`src/rtl/mix_columns.sv`:
```
// AES MixColumns / InvMixColumns stage.
// Latches a 128-bit state on start, transforms one 32-bit column per cycle
// over GF(2^8) mod 0x11B, then presents the whole block with a one-cycle
// valid_out pulse. valid_out can drive a downstream add_round_key start.
module mix_columns #(
    parameter bit INVERSE = 1'b0
) (
    input  logic         clk_in,
    input  logic         rst_in,
    input  logic         start,
    input  logic         bypass,
    input  logic [127:0] block_in,
    output logic [127:0] result_out,
    output logic         valid_out,
    output logic         busy
);

    typedef enum logic [1:0] {
        IDLE    = 2'd0,
        COMPUTE = 2'd1,
        OUTPUT  = 2'd2
    } state_t;

    state_t       state_r;
    logic [1:0]   col_idx_r;
    logic [127:0] block_r;
    logic [127:0] result_r;
    logic         bypass_r;
    logic [31:0]  col_in_s;
    logic [31:0]  col_out_s;

    // Multiply by x (02) in GF(2^8) with the AES reduction polynomial.
    function automatic logic [7:0] xtime(input logic [7:0] b);
        xtime = {b[6:0], 1'b0} ^ (b[7] ? 8'h1B : 8'h00);
    endfunction

    function automatic logic [7:0] mul3(input logic [7:0] b);
        mul3 = xtime(b) ^ b;
    endfunction

    // 09/0b/0d/0e are sums of b, 2b, 4b and 8b built from chained xtime.
    function automatic logic [7:0] mul9(input logic [7:0] b);
        logic [7:0] x2, x4, x8;
        x2   = xtime(b);
        x4   = xtime(x2);
        x8   = xtime(x4);
        mul9 = x8 ^ b;
    endfunction

    function automatic logic [7:0] mulb(input logic [7:0] b);
        logic [7:0] x2, x4, x8;
        x2   = xtime(b);
        x4   = xtime(x2);
        x8   = xtime(x4);
        mulb = x8 ^ x2 ^ b;
    endfunction

    function automatic logic [7:0] muld(input logic [7:0] b);
        logic [7:0] x2, x4, x8;
        x2   = xtime(b);
        x4   = xtime(x2);
        x8   = xtime(x4);
        muld = x8 ^ x4 ^ b;
    endfunction

    function automatic logic [7:0] mule(input logic [7:0] b);
        logic [7:0] x2, x4, x8;
        x2   = xtime(b);
        x4   = xtime(x2);
        x8   = xtime(x4);
        mule = x8 ^ x4 ^ x2;
    endfunction

    // Forward column transform, matrix rows rotate {02,03,01,01}.
    function automatic logic [31:0] mix_fwd(input logic [31:0] col);
        logic [7:0] a0, a1, a2, a3;
        a0 = col[31:24];
        a1 = col[23:16];
        a2 = col[15:8];
        a3 = col[7:0];
        mix_fwd = {xtime(a0) ^ mul3(a1) ^ a2 ^ a3,
                   a0 ^ xtime(a1) ^ mul3(a2) ^ a3,
                   a0 ^ a1 ^ xtime(a2) ^ mul3(a3),
                   mul3(a0) ^ a1 ^ a2 ^ xtime(a3)};
    endfunction

    // Inverse column transform, matrix rows rotate {0e,0b,0d,09}.
    function automatic logic [31:0] mix_inv(input logic [31:0] col);
        logic [7:0] a0, a1, a2, a3;
        a0 = col[31:24];
        a1 = col[23:16];
        a2 = col[15:8];
        a3 = col[7:0];
        mix_inv = {mule(a0) ^ mulb(a1) ^ muld(a2) ^ mul9(a3),
                   mul9(a0) ^ mule(a1) ^ mulb(a2) ^ muld(a3),
                   muld(a0) ^ mul9(a1) ^ mule(a2) ^ mulb(a3),
                   mulb(a0) ^ muld(a1) ^ mul9(a2) ^ mule(a3)};
    endfunction

    // Select the latched column addressed by col_idx (column 0 at the MSBs).
    always_comb begin
        col_in_s = 32'h0000_0000;
        case (col_idx_r)
            2'd0:    col_in_s = block_r[127:96];
            2'd1:    col_in_s = block_r[95:64];
            2'd2:    col_in_s = block_r[63:32];
            2'd3:    col_in_s = block_r[31:0];
            default: col_in_s = 32'h0000_0000;
        endcase
    end

    // Column datapath: pass-through in bypass, otherwise forward or inverse mix.
    always_comb begin
        col_out_s = col_in_s;
        if (bypass_r) begin
            col_out_s = col_in_s;
        end else if (INVERSE) begin
            col_out_s = mix_inv(col_in_s);
        end else begin
            col_out_s = mix_fwd(col_in_s);
        end
    end

    // Control FSM with registered outputs: accept, four column cycles, publish.
    always_ff @(posedge clk_in or posedge rst_in) begin
        if (rst_in) begin
            state_r    <= IDLE;
            col_idx_r  <= 2'd0;
            block_r    <= 128'd0;
            result_r   <= 128'd0;
            bypass_r   <= 1'b0;
            result_out <= 128'd0;
            valid_out  <= 1'b0;
            busy       <= 1'b0;
        end else begin
            case (state_r)
                IDLE: begin
                    valid_out <= 1'b0;
                    if (start) begin
                        block_r   <= block_in;
                        bypass_r  <= bypass;
                        col_idx_r <= 2'd0;
                        busy      <= 1'b1;
                        state_r   <= COMPUTE;
                    end else begin
                        busy      <= 1'b0;
                    end
                end
                COMPUTE: begin
                    case (col_idx_r)
                        2'd0:    result_r[127:96] <= col_out_s;
                        2'd1:    result_r[95:64]  <= col_out_s;
                        2'd2:    result_r[63:32]  <= col_out_s;
                        2'd3:    result_r[31:0]   <= col_out_s;
                        default: result_r         <= result_r;
                    endcase
                    // The 3->0 wrap lands exactly on the move to OUTPUT.
                    col_idx_r <= col_idx_r + 2'd1;
                    if (col_idx_r == 2'd3) begin
                        state_r <= OUTPUT;
                    end else begin
                        state_r <= COMPUTE;
                    end
                end
                OUTPUT: begin
                    result_out <= result_r;
                    valid_out  <= 1'b1;
                    busy       <= 1'b0;
                    state_r    <= IDLE;
                end
                default: begin
                    state_r   <= IDLE;
                    col_idx_r <= 2'd0;
                    valid_out <= 1'b0;
                    busy      <= 1'b0;
                end
            endcase
        end
    end

endmodule

```
`config.mk`:
```
export PLATFORM = sky130hd
export DESIGN_NAME = mix_columns
export DESIGN_NICKNAME = d
export VERILOG_FILES = /design/src/rtl/mix_columns.sv
export SDC_FILE = /design/constraint.sdc
export NUM_CORES = 1
export LEC_CHECK = 0
export CORE_UTILIZATION = 45
export CTS_BUF_LIST = sky130_fd_sc_hd__clkbuf_4
export DETAILED_ROUTE_END_ITERATION = 16
export PLACE_DENSITY = 0.68
export SLEW_MARGIN = 20
export SYNTH_ARGS = -nofsm -noshare
export SYNTH_HDL_FRONTEND = slang
export SYNTH_SLANG_ARGS = --single-unit
```
`constraint.sdc`:
```
create_clock -name clk_in -period 14.98 [get_ports clk_in]
set_input_delay 2.996 -clock clk_in [delete_from_list [all_inputs] [get_ports clk_in]]
set_output_delay 2.996 -clock clk_in [all_outputs]
set_load 0.05 [all_outputs]
```
==> results.md, run 1 <==
- Global-route wire length before repair: 71600 um
- WL/cell: 21.6 um
- Slew headroom: 0.298
- FP Rows: 71
- Compound-Gate Fraction of Synth Area: 0.111
- Clk Latency, worst-skew pair: 0.77 ns
- Nets@finish: 1699
- Simple-gate share of the synthesized area: 0.0508
- Initial core utilization: 0.458
- CTS max path bufs: 3
- Mux contribution to synthesized area: 0.166
- Core Area: 37800 um2
- Drt first-iter violations: 1000
- Port bufs: 261
- Die width: 198 um
- Die area: 39200 um2
- Syn-to-layout area delta: 24.6%
- Post-Route WL: 46500 um
- DR vias: 11900
- Routed wl met3: 2720 um
- Pin count of the biggest net entering global routing: 175
- Vias in the first global route: 12200
- Largest family of logic cells by synthesized area: multiplexers
- CTS clk-pin slew, worst paths: 0.06 ns
- Multi-input gate area: 7060 um2
- Routability congestion estimate: 0.766
- Critical path class: input port to register
- Post-Synth XOR/XNOR Area: 0.0749
- Critical Path Start Type: input port
- Synth Instances: 1280
- Crit path max fanout: 98
- Detailed Place HPWL: 30900 um
- Sink Count: 391
- Wl on met1: 20200 um
- TritonRoute pass-1 iters: 5
- Worst Path Required: 15.60 ns
- CP cell instances: clkdlybuf4s50_1, nand2b_1, nor2_4, buf_6, mux2_2
- Type of the worst min-delay path: register to register
- I/O pins: 262
- H-tree depth: 3
- Synth warnings: 0
- Via density: 5.52
- Worst path slowest cell: nor2_4
- Layout Utilization: 0.571
- Worst Max-Slew Pin Slew: 1.05 ns
- Mapped Area: 17300 um2
- DRC Markers: 0
- Layout cells sized above 1: 0.286
- Fmax: 0.198 GHz
- Status: completed
- Die span in y: 198 um
- Crit path DAT: 5.67 ns
- Period Utilization, post-route: 0.337
- Max Cap Viol: 0
- Period minus WS final: 5.05 ns
- Register area share after synthesis: 0.566
- Synthesized area per cell: 13.5 um2
- Worst Skew: 0.0367 ns
- Met2 WL post-DR: 22400 um
- Final Hold Fails: 0
- All-Layer GR Usage: 0.243
- Final setup fails: 0
- FF+latch count, synth: 391
- TritonCTS Buffers: 99
- Top routing layer used: met4
- Adder-Cell Fraction of Synth Area: 0.00362
- Placed inst area: 20300 um2
- Post-route cell area: 21500 um2
- Synth Net Count: 1417
- Antenna violations before repair: 8
- GR Overflow Total: 0
- Post-CTS Setup Bufs: 0
- Final TNS setup: 0 ns
- Critical Path Sink Type: register
- Unrepaired setup endpoints after global routing: false
- Synth cell types: 38
- Fill count: 3165
- CTS Root Cell: clkbuf_4
- Hold buffer count at CTS: 0
- Register area: 9780 um2
- Critical Path Max Stage Delay: 0.81 ns
- Post-DRT Antenna Nets: 0
- Final Slew Violations: 0
- Post-CTS resize count: 0
- CTS tree: yes
==> cells by family (layout without fill, tap and decap cells) <==
kind of cell	after synthesis	after routing
compound gates	234	234
xor+xnor	78	78
fa+ha+maj	5	5
buf+inv	105	456
flops	391	391
mux	256	256
other cells	0	8
simple gates	211	211
==> area by class of cell <==
class / instances / share of cell area
Inverter: 11 / 0.00250
Sequential cell: 391 / 0.454
Antenna cell: 8 / 0.000929
Clock buffer: 150 / 0.0523
Tap cell: 511 / 0.0297
Multi-Input combinational cell: 784 / 0.328
Timing Repair Buffer: 275 / 0.127
Clock inverter: 20 / 0.00598
==> cells in the mapped netlist (all sizes together) <==
| master | instances | area [um2] |
|---|---|---|
| xor3 | 7 | 166 |
| or2 | 4 | 25.0 |
| xnor3 | 35 | 791 |
| dfrtp | 391 | 9780 |
| a22oi | 30 | 245 |
| nand2 | 175 | 657 |
| clkbuf | 71 | 267 |
| ha | 5 | 62.6 |
| inv | 11 | 41.3 |
| a22o | 2 | 17.5 |
| o31ai | 1 | 12.5 |
| xor2 | 7 | 76.3 |
| a222oi | 4 | 40.0 |
| o221ai | 128 | 1120 |
| mux2i | 4 | 40.0 |
| o21ai | 8 | 43.8 |
| o22ai | 1 | 6.26 |
| nor2 | 2 | 7.51 |
| buf | 23 | 174 |
| mux2 | 252 | 2840 |
| a21boi | 1 | 7.51 |
| nor2b | 27 | 169 |
| and3b | 1 | 8.76 |
| nand2b | 2 | 12.5 |
| a21oi | 57 | 409 |
| a21o | 2 | 15.0 |
| xnor2 | 29 | 262 |
==> critical path: cells and delay by family <==
family / cells / cell delay, ns
buffers and inverters: 2 / 1.24
multiplexers: 1 / 0.41
AND/OR/NAND/NOR: 2 / 0.94
==> sequential cells by signal, indices dropped and copies added, names as in the netlist <==
register / count
block_r: 128
result_out: 128
state_r: 2
busy: 1
bypass_r: 1
valid_out: 1
result_r: 128
col_idx_r: 2
==> final timing paths <==
check                                      end  slack [ns]          start  cells after the start
worst max-delay path               block_r[88]        9.93          start                      5
worst min-delay path             result_r[101]        0.48  result_r[101]                      2
worst max register to register    result_r[26]       11.22   col_idx_r[1]                      8
worst min register to register   result_r[101]        0.48  result_r[101]                      2
max in group asynchronous       result_out[88]       10.70         rst_in                      3
min in group asynchronous          block_r[37]        2.80         rst_in                      2
==> per-layer routing <==
| metal | GRT usage | vias up |
|---|---|---|
| met3 | 0.0474 | 66 |
| met4 | 0.102 | 0 |
| met1 | 0.328 | 6076 |
| met5 | 0 | - |
| li1 | - | 5290 |
| met2 | 0.385 | 442 |
==> cells in the final DEF (no fill, tap or decap), types with 26 or more instances in the layout <==
master / instances
dfrtp_1: 391
clkdlybuf4s50_1: 261
mux2_2: 252
nand2_1: 171
clkbuf_4: 150
o221ai_1: 128
a21oi_1: 38
xnor3_1: 33
xnor2_1: 28
nor2b_1: 27
a22oi_1: 26
==> stage by stage <==
step / setup slack (ns) / cells / hold slack [ns]
3_3_place_gp: 8.93 / 1972 / 0.462
5_1_grt: 9.80 / 2149 / 0.504
3_5_place_dp: 8.88 / 1972 / 0.468
2_1_floorplan: 1.11 / 1280 / 0.450
6_report: 9.93 / 2150 / 0.485
4_1_cts: 9.70 / 2142 / 0.484
Power of run 1 is left out: the tool's default activity adds up to more than one toggle a clock period on the data nets, which glitch-free logic cannot reach.
==> run 2, diff against run 1 <==
==> constraint.sdc (replaced) <==
create_clock -name clk_in -period 4.7 [get_ports clk_in]
set_input_delay 0.94 -clock clk_in [delete_from_list [all_inputs] [get_ports clk_in]]
set_output_delay 0.94 -clock clk_in [all_outputs]
set_load 0.05 [all_outputs]
==> results.md, run 2 (synthesized netlist as in run 1, its figures left out) <==
- Final setup fails: 0 (unchanged)
- Initial core utilization: 0.458 (unchanged)
- CTS max path bufs: 3 (unchanged)
- Fmax: 0.281 GHz
- Final Slew Violations: 0 (unchanged)
- All-Layer GR Usage: 0.250 (+0.00633)
- Biggest regs: block_r x128, result_out x128, result_r x128
- Hold buffer count at CTS: 0 (unchanged)
- Final Hold Fails: 0 (unchanged)
- Worst Skew: 0.0513 ns (+0.0146 ns)
- Layout cells sized above 1: 0.287 (+0.00114)
- Reg2reg path depth: 7 (-1)
- Max Cap Viol: 0 (unchanged)
- Period Utilization, post-route: 0.757
- Commonest non-fill, non-tap cells in the layout: 391 x dfrtp_1, 261 x clkdlybuf4s50_1, 252 x mux2_2, 171 x nand2_1, 143 x clkbuf_4
- Leading cell type in the layout, fill and taps excluded: dfrtp_1
- Crit path max fanout: 53 (-46%)
- Syn-to-layout area delta: 24.8%
- Sink Count: 391 (unchanged)
- H-tree depth: 3 (unchanged)
- TritonCTS Buffers: 100 (+1.0%)
- WL/cell: 22.3 um (+3.1%)
- Register area: 9780 um2 (unchanged)
- Port bufs: 261 (unchanged)
- Clk Latency, worst-skew pair: 0.80 ns (+0.03 ns)
- Detailed Place HPWL: 32700 um (+5.8%)
- CTS Root Cell: clkbuf_4
- Routability congestion estimate: 0.845 (+10%)
- Type of the worst min-delay path: register to register
- CTS tree: yes
- Vias in the first global route: 12300 (+1.0%)
- Status: completed
- Worst Path Required: 5.36 ns (-10.24 ns)
- Unrepaired setup endpoints after global routing: false
- Post-DRT Antenna Nets: 0 (unchanged)
- Die width: 198 um (unchanged)
- TritonRoute pass-1 iters: 7 (+2)
- Post-Route WL: 47900 um (+3.1%)
- Worst Max-Slew Pin Slew: 1.00 ns (-0.0499 ns)
- DR vias: 12100 (+1.7%)
- GR Overflow Total: 0 (unchanged)
- Core Area: 37800 um2 (unchanged)
- Drt first-iter violations: 1034 (+3.4%)
- I/O pins: 262 (unchanged)
- DRC Markers: 0 (unchanged)
- CTS clk-pin slew, worst paths: 0.07 ns (about the same)
- Pin count of the biggest net entering global routing: 136 (-22%)
- Critical Path Sink Type: register
- Crit path DAT: 4.22 ns (-1.45 ns)
- Nets@finish: 1709 (+0.59%)
- Global-route wire length before repair: 73100 um (+2.1%)
- Critical path class: register to register
- Multi-input gate area: 7060 um2 (unchanged)
- Antenna violations before repair: 4 (-4)
- Final TNS setup: 0 ns (unchanged)
- Die span in y: 198 um (unchanged)
- Hold Path Depth: 2 (unchanged)
- FP Rows: 71 (unchanged)
- Critical Path Start Type: register
- Period minus WS final: 3.56 ns
- Fill count: 3168 (+0.095%)
- Post-CTS resize count: 0 (unchanged)
- Post-CTS Setup Bufs: 0 (unchanged)
- Slew headroom: 0.333 (+0.0349)
- Die area: 39200 um2 (unchanged)
- Via density: 5.61 (+1.6%)
==> run 2: changes by cell type in the layout (fill, tap and decap cells not counted), moves of 2 or more <==
cell / before / now
buf_4: 12 / 18
clkinvlp_4: 0 / 3
clkinv_2: 1 / 3
buf_12: 1 / 5
diode_2: 8 / 5
inv_2: 5 / 2
clkbuf_4: 150 / 143
==> run 2: worst paths after layout <==
path / slack, ns / end / start
worst min-delay path: 0.49 / result_r[120] / result_r[120]
worst max register to register: 1.14 / result_r[105] / col_idx_r[0]
max in group asynchronous: 2.97 / result_out[42] / rst_in
min in group asynchronous: 0.67 / block_r[65] / rst_in
worst min register to register: 0.49 / result_r[120] / result_r[120]
worst max-delay path: 1.14 / result_r[105] / col_idx_r[0]
==> run 2: cell type report <==
type | instances | share of cell area
tap | 511 | 0.0296
clock inverter | 22 | 0.00580
sequential | 391 | 0.453
timing repair buffer | 284 | 0.132
antenna | 5 | 0.000580
multi-input combinational | 784 | 0.327
clock buffer | 143 | 0.0497
inverter | 11 | 0.00209
==> run 2: metal layers <==
layer  part of all wire  global-route usage
met1               0.42               0.335
met4              0.030               0.104
met2               0.48               0.393
met5                  0                   0
met3              0.066              0.0547
==> run 2: metrics by stage <==
step | instances | hold WS (ns) | utilization | cell area (um2) | worst slack [ns]
2_1_floorplan | 1280 | 0.450 | - | 17300 | -1.50
3_5_place_dp | 1981 | 0.469 | 0.540 | 20400 | 1.27
4_1_cts | 2146 | 0.488 | 0.571 | 21600 | 1.23
5_1_grt | 2150 | 0.505 | 0.572 | 21600 | 0.936
3_3_place_gp | 1981 | 0.465 | 0.540 | 20400 | 1.35
6_report | 2151 | 0.486 | 0.572 | 21600 | 1.14
==> run 2: worst max-delay path: stages (launching register included) <==
cell and delay (ns):
dfrtp_1 0.42, inv_1 0.12, ha_2 0.86, a21oi_1 0.10
a21oi_1 0.75, xnor2_1 0.39, xor3_1 0.55, o221ai_1 0.23
Power of run 2 is left out for the same reason.
